==> config.mk <==
export PLATFORM = sky130hd
export DESIGN_NAME = mem_arbiter_flat
export DESIGN_NICKNAME = d
export VERILOG_FILES = /design/src/rtl/mem_arbiter_if.sv /design/src/rtl/mem_arbiter.sv /design/src/flat_wrapper.sv
export SDC_FILE = /design/constraint.sdc
export NUM_CORES = 1
export LEC_CHECK = 0
export BUFFER_PORTS_ARGS = -buffer_cell sky130_fd_sc_hd__buf_4
export CAP_MARGIN = 15
export CORE_MARGIN = 4
export CORE_UTILIZATION = 42
export DETAILED_ROUTE_END_ITERATION = 8
export PLACE_DENSITY = 0.81
export SYNTH_ARGS = -nofsm -noshare
export SYNTH_HDL_FRONTEND = slang
export SYNTH_SLANG_ARGS = --single-unit
==> constraint.sdc <==
create_clock -name CLK -period 2.2 [get_ports CLK]
set_clock_uncertainty 0.2 [all_clocks]
set_input_delay 0.11 -clock CLK [delete_from_list [all_inputs] [get_ports CLK]]
set_output_delay 0.11 -clock CLK [all_outputs]
set_load 0.05 [all_outputs]
==> src/rtl/mem_arbiter_if.sv <==
// Bundle of the requestor-side and RAM-side signals of the memory arbiter.
// The master modport is the arbiter's view; slave is the view of its surroundings.
interface mem_arbiter_if;
    logic        iREN;
    logic [31:0] iaddr;
    logic        iwait;
    logic [31:0] iload;
    logic        dREN;
    logic        dWEN;
    logic [31:0] daddr;
    logic [31:0] dstore;
    logic        dwait;
    logic [31:0] dload;
    logic        ramREN;
    logic        ramWEN;
    logic [31:0] ramaddr;
    logic [31:0] ramstore;
    logic [31:0] ramload;
    logic [1:0]  ramstate;
    logic        memerr;

    modport master (
        input  iREN, iaddr, dREN, dWEN, daddr, dstore, ramload, ramstate,
        output iwait, iload, dwait, dload, ramREN, ramWEN, ramaddr, ramstore, memerr
    );

    modport slave (
        output iREN, iaddr, dREN, dWEN, daddr, dstore, ramload, ramstate,
        input  iwait, iload, dwait, dload, ramREN, ramWEN, ramaddr, ramstore, memerr
    );
endinterface

==> src/rtl/mem_arbiter.sv <==
// Arbitrates instruction and data requestors onto a single variable-latency RAM,
// one access at a time, with a watchdog that aborts accesses the RAM never finishes.
module mem_arbiter #(
    parameter int unsigned TIMEOUT = 64,
    parameter logic [31:0] BADVAL  = 32'hBAD1BAD1
) (
    input logic           CLK,
    input logic           RST,
    mem_arbiter_if.master bus
);
    typedef enum logic [1:0] {FREE = 2'd0, BUSY = 2'd1, ACCESS = 2'd2, ERROR = 2'd3} ramstate_t;
    typedef enum logic [1:0] {IDLE, ISSUE, RELEASE} state_t;
    typedef enum logic {GNT_I, GNT_D} gnt_t;

    localparam int unsigned CW = $clog2(TIMEOUT + 1);

    state_t      state_q;
    gnt_t        gnt_q;
    gnt_t        lastgnt_q;
    logic [CW-1:0] cnt_q;
    logic        ren_q;
    logic        wen_q;
    logic        memerr_q;
    logic [31:0] addr_q;
    logic [31:0] store_q;

    ramstate_t   rs;
    logic        dreq;
    logic        pick_i;
    logic        ok;
    logic        done;
    logic [31:0] load;

    always_comb begin
        rs     = ramstate_t'(bus.ramstate);
        dreq   = bus.dREN | bus.dWEN;
        // Data normally wins; instruction wins only when data had the last grant.
        pick_i = bus.iREN & (~dreq | (lastgnt_q == GNT_D));
        ok     = (state_q == ISSUE) && (rs == ACCESS);
        done   = (state_q == ISSUE) &&
                 ((rs == ACCESS) || (rs == ERROR) || (cnt_q == CW'(TIMEOUT - 1)));
        load   = ok ? bus.ramload : BADVAL;
    end

    assign bus.iwait    = bus.iREN & ~(done & (gnt_q == GNT_I));
    assign bus.dwait    = dreq & ~(done & (gnt_q == GNT_D));
    assign bus.iload    = (done && gnt_q == GNT_I) ? load : BADVAL;
    assign bus.dload    = (done && gnt_q == GNT_D) ? load : BADVAL;
    assign bus.ramREN   = ren_q;
    assign bus.ramWEN   = wen_q;
    assign bus.ramaddr  = addr_q;
    assign bus.ramstore = store_q;
    assign bus.memerr   = memerr_q;

    always_ff @(posedge CLK) begin
        if (RST) begin
            state_q   <= IDLE;
            gnt_q     <= GNT_I;
            lastgnt_q <= GNT_I;
            cnt_q     <= '0;
            ren_q     <= 1'b0;
            wen_q     <= 1'b0;
            memerr_q  <= 1'b0;
            addr_q    <= '0;
            store_q   <= '0;
        end else begin
            memerr_q <= 1'b0;
            case (state_q)
                IDLE: begin
                    if (pick_i || dreq) begin
                        gnt_q   <= pick_i ? GNT_I : GNT_D;
                        addr_q  <= pick_i ? bus.iaddr : bus.daddr;
                        store_q <= pick_i ? store_q : bus.dstore;
                        // A data write takes precedence over a simultaneous data read.
                        wen_q   <= ~pick_i & bus.dWEN;
                        ren_q   <= pick_i | ~bus.dWEN;
                        cnt_q   <= '0;
                        state_q <= ISSUE;
                    end
                end
                ISSUE: begin
                    cnt_q <= cnt_q + CW'(1);
                    if (done) begin
                        if (ok) lastgnt_q <= gnt_q;
                        else    memerr_q  <= 1'b1;
                        // Enables drop for the RELEASE cycle so the RAM restarts its count.
                        ren_q   <= 1'b0;
                        wen_q   <= 1'b0;
                        state_q <= RELEASE;
                    end
                end
                RELEASE: begin
                    cnt_q   <= '0;
                    state_q <= IDLE;
                end
                default: state_q <= IDLE;
            endcase
        end
    end
endmodule

==> src/flat_wrapper.sv <==
// flat-port wrapper written by rule: the top's interface ports become plain ports
module mem_arbiter_flat 
#(
    parameter int unsigned TIMEOUT = 64,
    parameter logic [31:0] BADVAL  = 32'hBAD1BAD1
)
  (CLK, RST, bus_iREN, bus_iaddr, bus_dREN, bus_dWEN, bus_daddr, bus_dstore, bus_ramload, bus_ramstate, bus_iwait, bus_iload, bus_dwait, bus_dload, bus_ramREN, bus_ramWEN, bus_ramaddr, bus_ramstore, bus_memerr);
  mem_arbiter_if bus_i ();
  input logic CLK;
  input logic RST;
  input wire logic [$bits(bus_i.iREN)-1:0] bus_iREN;
  input wire logic [$bits(bus_i.iaddr)-1:0] bus_iaddr;
  input wire logic [$bits(bus_i.dREN)-1:0] bus_dREN;
  input wire logic [$bits(bus_i.dWEN)-1:0] bus_dWEN;
  input wire logic [$bits(bus_i.daddr)-1:0] bus_daddr;
  input wire logic [$bits(bus_i.dstore)-1:0] bus_dstore;
  input wire logic [$bits(bus_i.ramload)-1:0] bus_ramload;
  input wire logic [$bits(bus_i.ramstate)-1:0] bus_ramstate;
  output wire logic [$bits(bus_i.iwait)-1:0] bus_iwait;
  output wire logic [$bits(bus_i.iload)-1:0] bus_iload;
  output wire logic [$bits(bus_i.dwait)-1:0] bus_dwait;
  output wire logic [$bits(bus_i.dload)-1:0] bus_dload;
  output wire logic [$bits(bus_i.ramREN)-1:0] bus_ramREN;
  output wire logic [$bits(bus_i.ramWEN)-1:0] bus_ramWEN;
  output wire logic [$bits(bus_i.ramaddr)-1:0] bus_ramaddr;
  output wire logic [$bits(bus_i.ramstore)-1:0] bus_ramstore;
  output wire logic [$bits(bus_i.memerr)-1:0] bus_memerr;
  assign bus_i.iREN = bus_iREN;
  assign bus_i.iaddr = bus_iaddr;
  assign bus_i.dREN = bus_dREN;
  assign bus_i.dWEN = bus_dWEN;
  assign bus_i.daddr = bus_daddr;
  assign bus_i.dstore = bus_dstore;
  assign bus_i.ramload = bus_ramload;
  assign bus_i.ramstate = bus_ramstate;
  assign bus_iwait = bus_i.iwait;
  assign bus_iload = bus_i.iload;
  assign bus_dwait = bus_i.dwait;
  assign bus_dload = bus_i.dload;
  assign bus_ramREN = bus_i.ramREN;
  assign bus_ramWEN = bus_i.ramWEN;
  assign bus_ramaddr = bus_i.ramaddr;
  assign bus_ramstore = bus_i.ramstore;
  assign bus_memerr = bus_i.memerr;
  mem_arbiter #(.TIMEOUT(TIMEOUT), .BADVAL(BADVAL)) u_core (.CLK(CLK), .RST(RST), .bus(bus_i));
endmodule
# After elaboration in Yosys (flattened, before gate mapping)
# Index checks and enable logic that the tools add are counted.
[op_classes]
mul = 0
addsub = 1
bitwise = 17
n_reduce_logical = 17
n_eq_ne = 7
n_lt_le_gt_ge = 0
div = 0
mux = 16
shift = 0
[op_table]
columns = ["cell", "n"]
rows = [
  ["32-bit two-way mux", 4],
  ["7-bit case mux with 3 select lines", 1],
  ["3-bit AND reduction", 3],
  ["1-bit inverter", 8],
  ["7-bit by 1-bit adder with 7-bit output (second input constant)", 1],
  ["7-bit by 6-bit == test with 1-bit output (second input constant)", 1],
  ["7-bit two-way mux", 1],
  ["1-bit bitwise AND", 6],
  ["2-bit == test (second input constant)", 3],
  ["2-bit AND reduction", 3],
  ["1-bit two-way mux", 5],
  ["1-bit logical AND", 4],
  ["2-bit two-way mux", 2],
  ["2-bit by 1-bit != test with 1-bit output (second input constant)", 2],
  ["1-bit case mux with 2 select lines", 2],
  ["2-bit case mux with 2 select lines", 1],
  ["1-bit logical OR", 3],
  ["1-bit OR", 3],
  ["3-bit nonzero test", 1],
  ["3-bit OR reduction", 1],
  ["2-bit by 1-bit == test with 1-bit output (second input constant)", 1],
  ["2-bit zero test", 1],
  ["2-bit nonzero test", 1],
]
[word_totals]
mem_bits_ro = 0
input_bits = 135
latchBits = 0
ramBits = 0
output_inout_bits = 133
reg_bits = 78
elab_cells = 67
memories = 0

# Logic depth before layout (Yosys ltp)
# Gate-level depths: netlist of the first run.
[depth]
word_depth = 8
depth_mapped = 6
ltp_nobuf = 4

# Least setup slack after synthesis of the first run
# OpenSTA, ideal clock, no wires.
[synth_path]
path_type = "register to output"
from = "register u_core.state_q[0]"
to = "output port bus_iload[10]"
t_arrival_ns = 1.683
path_stages_with_launch = 6
n_path_buf = 2
path_slack_ns = 0.207
required_time_ns = 1.890
cell_sequence = "dfxtp_1 buf_4 nor2b_1 nand3_1 clkbuf_1 nor2_1"
[synth_via]
elab_chain_len = 4
elab_cells_between_ends = 6
cone_classes = "eq/ne: 1; mux: 2; reduce/logical: 3"
[synth_lines]
columns = ["item", "line_no", "rtl"]
rows = [
  ["from (decl)", "mem_arbiter.sv:17", "state_t state_q;"],
  ["from (signal assigned)", "mem_arbiter.sv:57", "state_q <= IDLE;"],
  ["from (signal assigned)", "mem_arbiter.sv:78", "state_q <= ISSUE;"],
  ["from (signal assigned)", "mem_arbiter.sv:89", "state_q <= RELEASE;"],
  ["2-bit by 1-bit == test with 1-bit output (*)", "mem_arbiter.sv:39, mem_arbiter.sv:40", ""],
  ["1-bit logical AND, on equally long branches", "mem_arbiter.sv:39, mem_arbiter.sv:40", ""],
  ["32-bit two-way mux / 1-bit logical AND (equally long branches)", "mem_arbiter.sv:42, mem_arbiter.sv:47", ""],
  ["32-bit two-way mux (*)", "mem_arbiter.sv:47", "assign bus.iload = (done && gnt_q == GNT_I) ? load : BADVAL;"],
  ["to (decl)", "flat_wrapper.sv:20", "output wire logic [$bits(bus_i.iload)-1:0] bus_iload;"],
]
# Every way passes the cells marked *; elsewhere a longest branch is shown, timed or not.

# Worst setup path in the final report of the first run
[layout_path]
from = "register u_core.state_q[1]"
to = "output port bus_dload[28]"
[layout_via]
elab_chain_len = 4
elab_cells_between_ends = 6
cone_classes = "eq/ne: 1; mux: 2; reduce/logical: 3"
[layout_lines]
columns = ["item", "line_no", "rtl"]
rows = [
  ["2-bit by 1-bit == test with 1-bit output (*)", "mem_arbiter.sv:39, mem_arbiter.sv:40", ""],
  ["1-bit logical AND, on equally long branches", "mem_arbiter.sv:39, mem_arbiter.sv:40", ""],
  ["32-bit two-way mux / 1-bit logical AND (equally long branches)", "mem_arbiter.sv:42, mem_arbiter.sv:48", ""],
  ["32-bit two-way mux (*)", "mem_arbiter.sv:48", "assign bus.dload = (done && gnt_q == GNT_D) ? load : BADVAL;"],
  ["to (decl)", "flat_wrapper.sv:22", "output wire logic [$bits(bus_i.dload)-1:0] bus_dload;"],
]
# Marks and branches as above.

==> key figures, run 1 <==
Worst setup path
  – Worst Path Required: 1.89 ns
  – Crit path max fanout: 18
  – Worst r2r src: u_core.state_q[1]
  – CP Launch Type: flop
  – R2R cell count: 5
  – RR Endpoint: u_core.bus.ramaddr[8]
  – WS Path Type: reg -> out
  – Worst stage delay on the critical path: 0.42 ns
  – Most frequent CP cell: buf_4
  – Worst reg-to-reg setup slack: ~0.17 ns
  – Critical path's slowest cell: dfxtp_1
  – Crit end category: output pin
  – Critical path, cell by cell: nand3b_1 > buf_4 > nor2_4 > nand2_1 > buf_4
  – Crit path DAT: 1.83 ns

Floorplanning
  – Core Rows: 35
  – Die H: 105 µm
  – IO Pins: 268
  – Initial Util: 0.429
  – Die ar.: 11000 µm²
  – Core outline area: 9200 µm²
  – Die X: 105 µm

STA
  – Setup WS post-layout: 0.0648 ns
  – Period utilization: 0.971
  – Final Hold Fails: 0
  – Relative slew slack: 0.520
  – Fmax: about 0.47 GHz
  – Setup violations, final: 0
  – Final setup TNS: 0 ns
  – Period minus WS final: 2.14 ns
  – Measured slew at the worst slew-check pin: about 0.7 ns
  – Hold_ws: 0.0547 ns
  – Final Max Tran Viols: 0

Power
  – Total leakage power: 0.00311 µW
  – Power density cells: 683 nW/µm²
  – Peak VDD IR: roughly 0.58 mV

Synth
  – Synth top area cells: dfxtp_1 40%, a21oi_1 8.9%, nand3_1 8.9%
  – Synth Register Bits: 78
  – Post-synth top area cell: dfxtp_1
  – Synth Instances: 534
  – Distinct cells, synth: 43
  – Synth async-reset ratio: 0
  – Mux share of post-synthesis cell area: 0.00254
  – Ys flop type: dfxtp_1
  – Largest family of logic cells by synthesized area: compound AO/OA/AOI/OAI gates
  – Cell Area, Synth: 3950 µm²
  – Syn_area_per_cell: 7.39 µm²
  – Post-synth EDFFs: 0
  – Xor and xnor area share after synthesis: 0.00222
  – Seq/Total Area, Yosys: 0.396
  – Syn Nets: 670
  – Syn. warnings: 0
  – Post-Synth Simple-Gate Area: 0.238
  – Post-synthesis compound-gate area fraction: 0.290
  – Post-Synth Adder-Cell Area: 0.00317
  – Top cell type's share of synthesized area: 0.396

Min path
  – HP Class: in -> reg
  – Hold wc startpoint: bus_dREN
  – WHS Path Cells: 4
  – Hold EP: u_core.gnt_q

Clock network
  – CTS tree: yes
  – Worst-Skew Late Latency: 0.34 ns
  – CTS Root Cell: clkbuf_8
  – Clk sinks: 78
  – CTS max path bufs: 2
  – Clock slew at reported path FFs: roughly 0.08 ns
  – CTS buffer count: 9
  – H-tree level count: 3

Drt
  – First drt pass iteration count: 5
  – Drt total wl: 19.8 mm
  – DR vias/cell: 5.95
  – Starting DRT DRC Count: 714
  – DRC viols: 0
  – DR vias: 5894
  – ANT nets after route: 0
  – Post-DR wirelength/cell: between 20 and 25 µm

Layout
  – Area Growth Syn to Fin: 86.8%
  – Post-layout nets: 1011
  – Share of cells above drive strength 1: 0.359
  – Post-layout util: 0.801

Outcome
  – Status: complete, no violations

Place
  – Final HPWL DP: between 10 and 15 mm
  – Worst slack at placement: between 0.06 and 0.07 ns
  – Input/output buffers: 267
  – Gpl congestion: 0.885

Global routing
  – First-pass GRT wire length: 31.0 mm
  – Largest net degree at the start of global routing: 37
  – M3 GR Usage: 0.0939
  – Grt ovf: 0
  – Met1 Use GR: 0.375
  – Initial antenna violation count: 2
  – Busiest layer in global routing: met2
  – Met2 track demand over resource: 0.603
  – Number of global-route vias before repair: 6013
  – Gr usage total: 0.348

Run
  – Max Cap Viol: 0
[synth_stat cells (2+ instances only)]
| cell | instances |
|---|---|
| o31ai_1 | 2 |
| or3_1 | 2 |
| a21oi_1 | 70 |
| dfxtp_1 | 78 |
| clkbuf_1 | 38 |
| nand3b_1 | 2 |
| o21ba_2 | 2 |
| nand2b_1 | 17 |
| nor3_1 | 4 |
| o211ai_1 | 5 |
| nor2_1 | 51 |
| nand2_1 | 44 |
| a311oi_1 | 32 |
| o32ai_1 | 2 |
| inv_1 | 9 |
| buf_2 | 13 |
| or4_1 | 3 |
| nand3_1 | 70 |
| o21ai_0 | 65 |
| buf_1 | 2 |
[routing by layer]
layer	wire, µm	part of all wire
met5	13	0.00066
met4	1270	0.064
met3	2190	0.11
met2	9720	0.49
met1	6650	0.34
[through the flow]
stage / total power (µW) / instance area, µm² / std cells
3_5_place_dp: 3390 / 6000 / 872
6_report: 5030 / 7370 / 990
3_3_place_gp: 3350 / 6000 / 872
4_1_cts: 4910 / 7290 / 988
2_1_floorplan: 2750 / 3950 / 534
5_1_grt: 5170 / 7370 / 990
[registers in the layout, summed over array words and instances (netlist names)]
register             flops
u_core.bus.ramaddr      32
u_core.bus.ramREN        1
u_core.bus.ramWEN        1
u_core.cnt_q             7
u_core.bus.ramstore     32
u_core.bus.memerr        1
u_core.state_q           2
u_core.lastgnt_q         1
u_core.gnt_q             1
[power breakdown]
part	leakage, µW	internal, µW	switching [µW]
Clock	0.000128	888	520
Combinational	0.00234	709	1240
Sequential	0.000644	1560	112
[repair_timing]
action                                 CTS  global route
endpoints found under the hold margin   71             0
gates resized for setup                  5            13
setup endpoints to repair               56            77
hold buffers                           102             0
buffers inserted                         0             1
[critical path, delay by kind of cell, from the launching register on]
| kind | cells | cell delay [ns] |
|---|---|---|
| buffers and inverters | 2 | 0.39 |
| DFF | 1 | 0.42 |
| and+or+nand+nor | 3 | 0.67 |
[placed cells by master (no fill, tap or decap), types with 5 or more instances in the layout]
cell type,count
a311oi_1,31
a21oi_1,70
dlygate4sd3_1,102
o21ai_0,64
nand2_1,44
nand2b_1,17
nand3_1,68
clkbuf_8,10
nor2_1,49
buf_4,282
dfxtp_1,77
o211ai_1,5
inv_1,9
[cell families (layout without fill, tap and decap cells)]
logic type | count (synthesis) | in the layout
other | 0 | 1
flip-flops | 78 | 78
AND/OR/NAND/NOR | 200 | 200
adder cells (fa/ha/maj) | 1 | 1
buffers and inverters | 64 | 408
XOR/XNOR | 1 | 1
AO/OA/AOI/OAI | 189 | 189
multiplexers | 1 | 1
[worst max path at each step]
stage          depth (start not counted)  slack [ns]       endpoint              start
2_1_floorplan                          5        0.21  bus_iload[10]  u_core.state_q[0]
5_1_grt                                5      -0.003   bus_iload[9]  u_core.state_q[1]
4_1_cts                                4       -0.08   bus_dload[1]  u_core.state_q[0]
3_5_place_dp                           4        0.07  bus_dload[13]  u_core.state_q[1]
3_3_place_gp                           4        0.18  bus_dload[27]  u_core.state_q[1]
6_report                               5        0.06  bus_dload[28]  u_core.state_q[1]
[layout make-up]
| class | count | area (µm²) |
|---|---|---|
| clock inverters | 4 | 120 |
| clock buffers | 10 | 138 |
| fillers | 549 | 1830 |
| repair buffers | 385 | 3160 |
| multi-input cells | 392 | 2210 |
| flip-flops and latches | 78 | 1560 |
| diodes | 1 | 2.50 |
| well taps | 111 | 139 |
| inverters | 9 | 33.8 |
Note: power is estimated with default switching activity, not from simulation.
==> run 2: changes to the inputs <==
--- a/config.mk
+++ b/config.mk
@@ -10,6 +10,7 @@
 export CORE_MARGIN = 4
 export CORE_UTILIZATION = 42
 export DETAILED_ROUTE_END_ITERATION = 8
+export MAX_ROUTING_LAYER = met4
 export PLACE_DENSITY = 0.81
 export SYNTH_ARGS = -nofsm -noshare
 export SYNTH_HDL_FRONTEND = slang
==> run 2 against run 1 <==
Against the previous run:
- flip-flop and latch count unchanged
- largest cell class unchanged
- first-iteration DRC count down 2.8%
- critical path depth up 2
- clock power about the same
- via count down 0.10%
- global-route usage up 0.95 points
- highest routed layer is now met4
- design area about the same
- die area unchanged
- final cell count up 0.10%
- sequential power about the same
- power about the same
- largest power group unchanged
==> key figures, run 2 (synthesized netlist as in run 1, its figures left out) <==
Outcome
  – Status: complete, no violations

Power
  – Peak VDD IR: 0.577 mV
  – Power density cells: 683 nW/µm²
  – Sequential share of power: 0.333
  – Total net switching power: ~1900 µW
  – Clock network power share: 0.281
  – Comb pwr share: 0.386
  – Total leakage power: 0.00311 µW
  – Internal: 3160 µW
  – Switching Fraction: 0.372

Layout
  – Final instance area: roughly 7400 µm²
  – Most frequent cells in the layout: 282 x buf_4, 102 x dlygate4sd3_1, 77 x dfxtp_1, 70 x a21oi_1, 68 x nand3_1
  – Share of cells above drive strength 1: 0.359
  – Area Growth Syn to Fin: 86.8%
  – Leading cell type in the layout, fill and taps excluded: buf_4
  – Post-layout nets: 1011
  – Final Non-Filler Cells: slightly below 1k

STA
  – Hold_ws: 0.0475 ns
  – Period utilization: 0.986
  – Final Hold Fails: 0
  – Measured slew at the worst slew-check pin: 0.725 ns
  – Period minus WS final: 2.17 ns
  – Setup violations, final: 0
  – Fmax: 0.461 GHz
  – Final Max Tran Viols: 0
  – Relative slew slack: 0.515

Place
  – Post-Place Cell Area: around 6000 µm²
  – Inst Count DP: 872
  – Input/output buffers: 267
  – Final HPWL DP: roughly 12 mm
  – Gpl congestion: 0.900

Worst setup path
  – Crit path max fanout: 36
  – Crit end category: flop
  – WS Path Type: in -> reg
  – Worst Path Required: 2.21 ns
  – CP Launch Type: input port
  – Crit path DAT: 2.18 ns

Floorplanning
  – IO Pins: approximately 270
  – Initial Util: 0.429
  – Die X: 105 µm
  – Core outline area: 9200 µm²
  – Die ar.: 11000 µm²
  – Core Rows: 35
  – Die H: between 100 and 150 µm

Drt
  – DRC viols: 0
  – ANT nets after route: 0
  – First drt pass iteration count: 6
  – Starting DRT DRC Count: around 690
  – DR vias/cell: 5.94
  – Drt total wl: between 15 and 20 mm
  – Post-DR wirelength/cell: 20.1 µm
  – DR vias: between 5k and 6k

Clock network
  – Clock slew at reported path FFs: ~0.080 ns
  – H-tree level count: 3
  – Worst-Skew Late Latency: 0.34 ns
  – CTS buffer count: 9
  – CTS tree: yes
  – CTS Root Cell: clkbuf_8
  – Clk sinks: approximately 80
  – CTS max path bufs: 2

Global routing
  – Initial antenna violation count: 2
  – Number of global-route vias before repair: around 6.0k
  – Grt ovf: 0
  – First-pass GRT wire length: 31.0 mm
  – Gr usage total: 0.357
  – Largest net degree at the start of global routing: 37

Run
  – Max Cap Viol: 0

Min path
  – HP Class: in -> reg
-- run 2: cell types whose count changed in the layout (fill, tap and decap cells not counted) --
cell,change
diode_2,+1
-- run 2: layout make-up --
type / instances / area (µm²)
Clock inverter: 4 / 120
Inverter: 9 / 33.8
Multi-Input combinational cell: 392 / 2210
Timing Repair Buffer: 385 / 3160
Sequential cell: 78 / 1560
Tap cell: 111 / 139
Clock buffer: 10 / 138
Antenna cell: 2 / 5.00
Fill cell: 549 / 1830
-- run 2: per-layer routing --
metal / track usage / up-vias / share of wire
met3: 0.0809 / 104 / 0.10
met2: 0.600 / 486 / 0.50
met1: 0.382 / 2687 / 0.34
met4: 0.220 / 0 / 0.063
li1: - / 2611 / -
met5: - / - / 0
-- run 2: final timing paths --
path	cells past startpoint	slack [ns]	endpoint	start
hold reg to reg	2	0.28	u_core.bus.ramstore[20]	u_core.bus.ramstore[20]
setup / recovery	7	0.03	u_core.bus.ramREN	bus_iREN
hold / removal	4	0.05	u_core.gnt_q	bus_dREN
setup reg to reg	5	0.16	u_core.bus.ramaddr[8]	u_core.state_q[1]
-- run 2: timing repair --
action                                  4_1_cts  5_1_grt
resized for setup                             5       13
buffers inserted                              0        1
endpoints found under the setup margin       56       81
endpoints found under the hold margin        71        0
hold buffers                                102        0
-- run 2: worst max-delay path, cell delays in order --
cell and delay (ns):
dlygate4sd3_1 0.52, buf_4 0.13, buf_4 0.37, or3_1 0.22
buf_4 0.29, a21oi_1 0.10, a2111oi_0 0.43
-- run 2: metrics by stage --
| stage | setup slack [ns] | total power, µW | TNS, ns | utilization |
|---|---|---|---|---|
| final | 0.0312 | 5040 | 0 | 0.801 |
| after global routing | -0.0120 | 5170 | -0.0129 | 0.801 |
| after CTS | -0.0779 | 4910 | -0.416 | 0.793 |
| after detailed placement | 0.0670 | 3390 | 0 | 0.652 |
| after global placement | 0.182 | 3350 | 0 | 0.652 |
| after floorplan | 0.207 | 2750 | 0 | - |
-- run 2: power by group through the flow --
stage	Sequential [µW]	Clock (µW)	Combinational, µW
2_1_floorplan	2160	0	597
3_3_place_gp	1680	0	1670
3_5_place_dp	1690	0	1700
4_1_cts	1660	1400	1850
5_1_grt	1690	1450	2030
6_report	1680	1410	1950
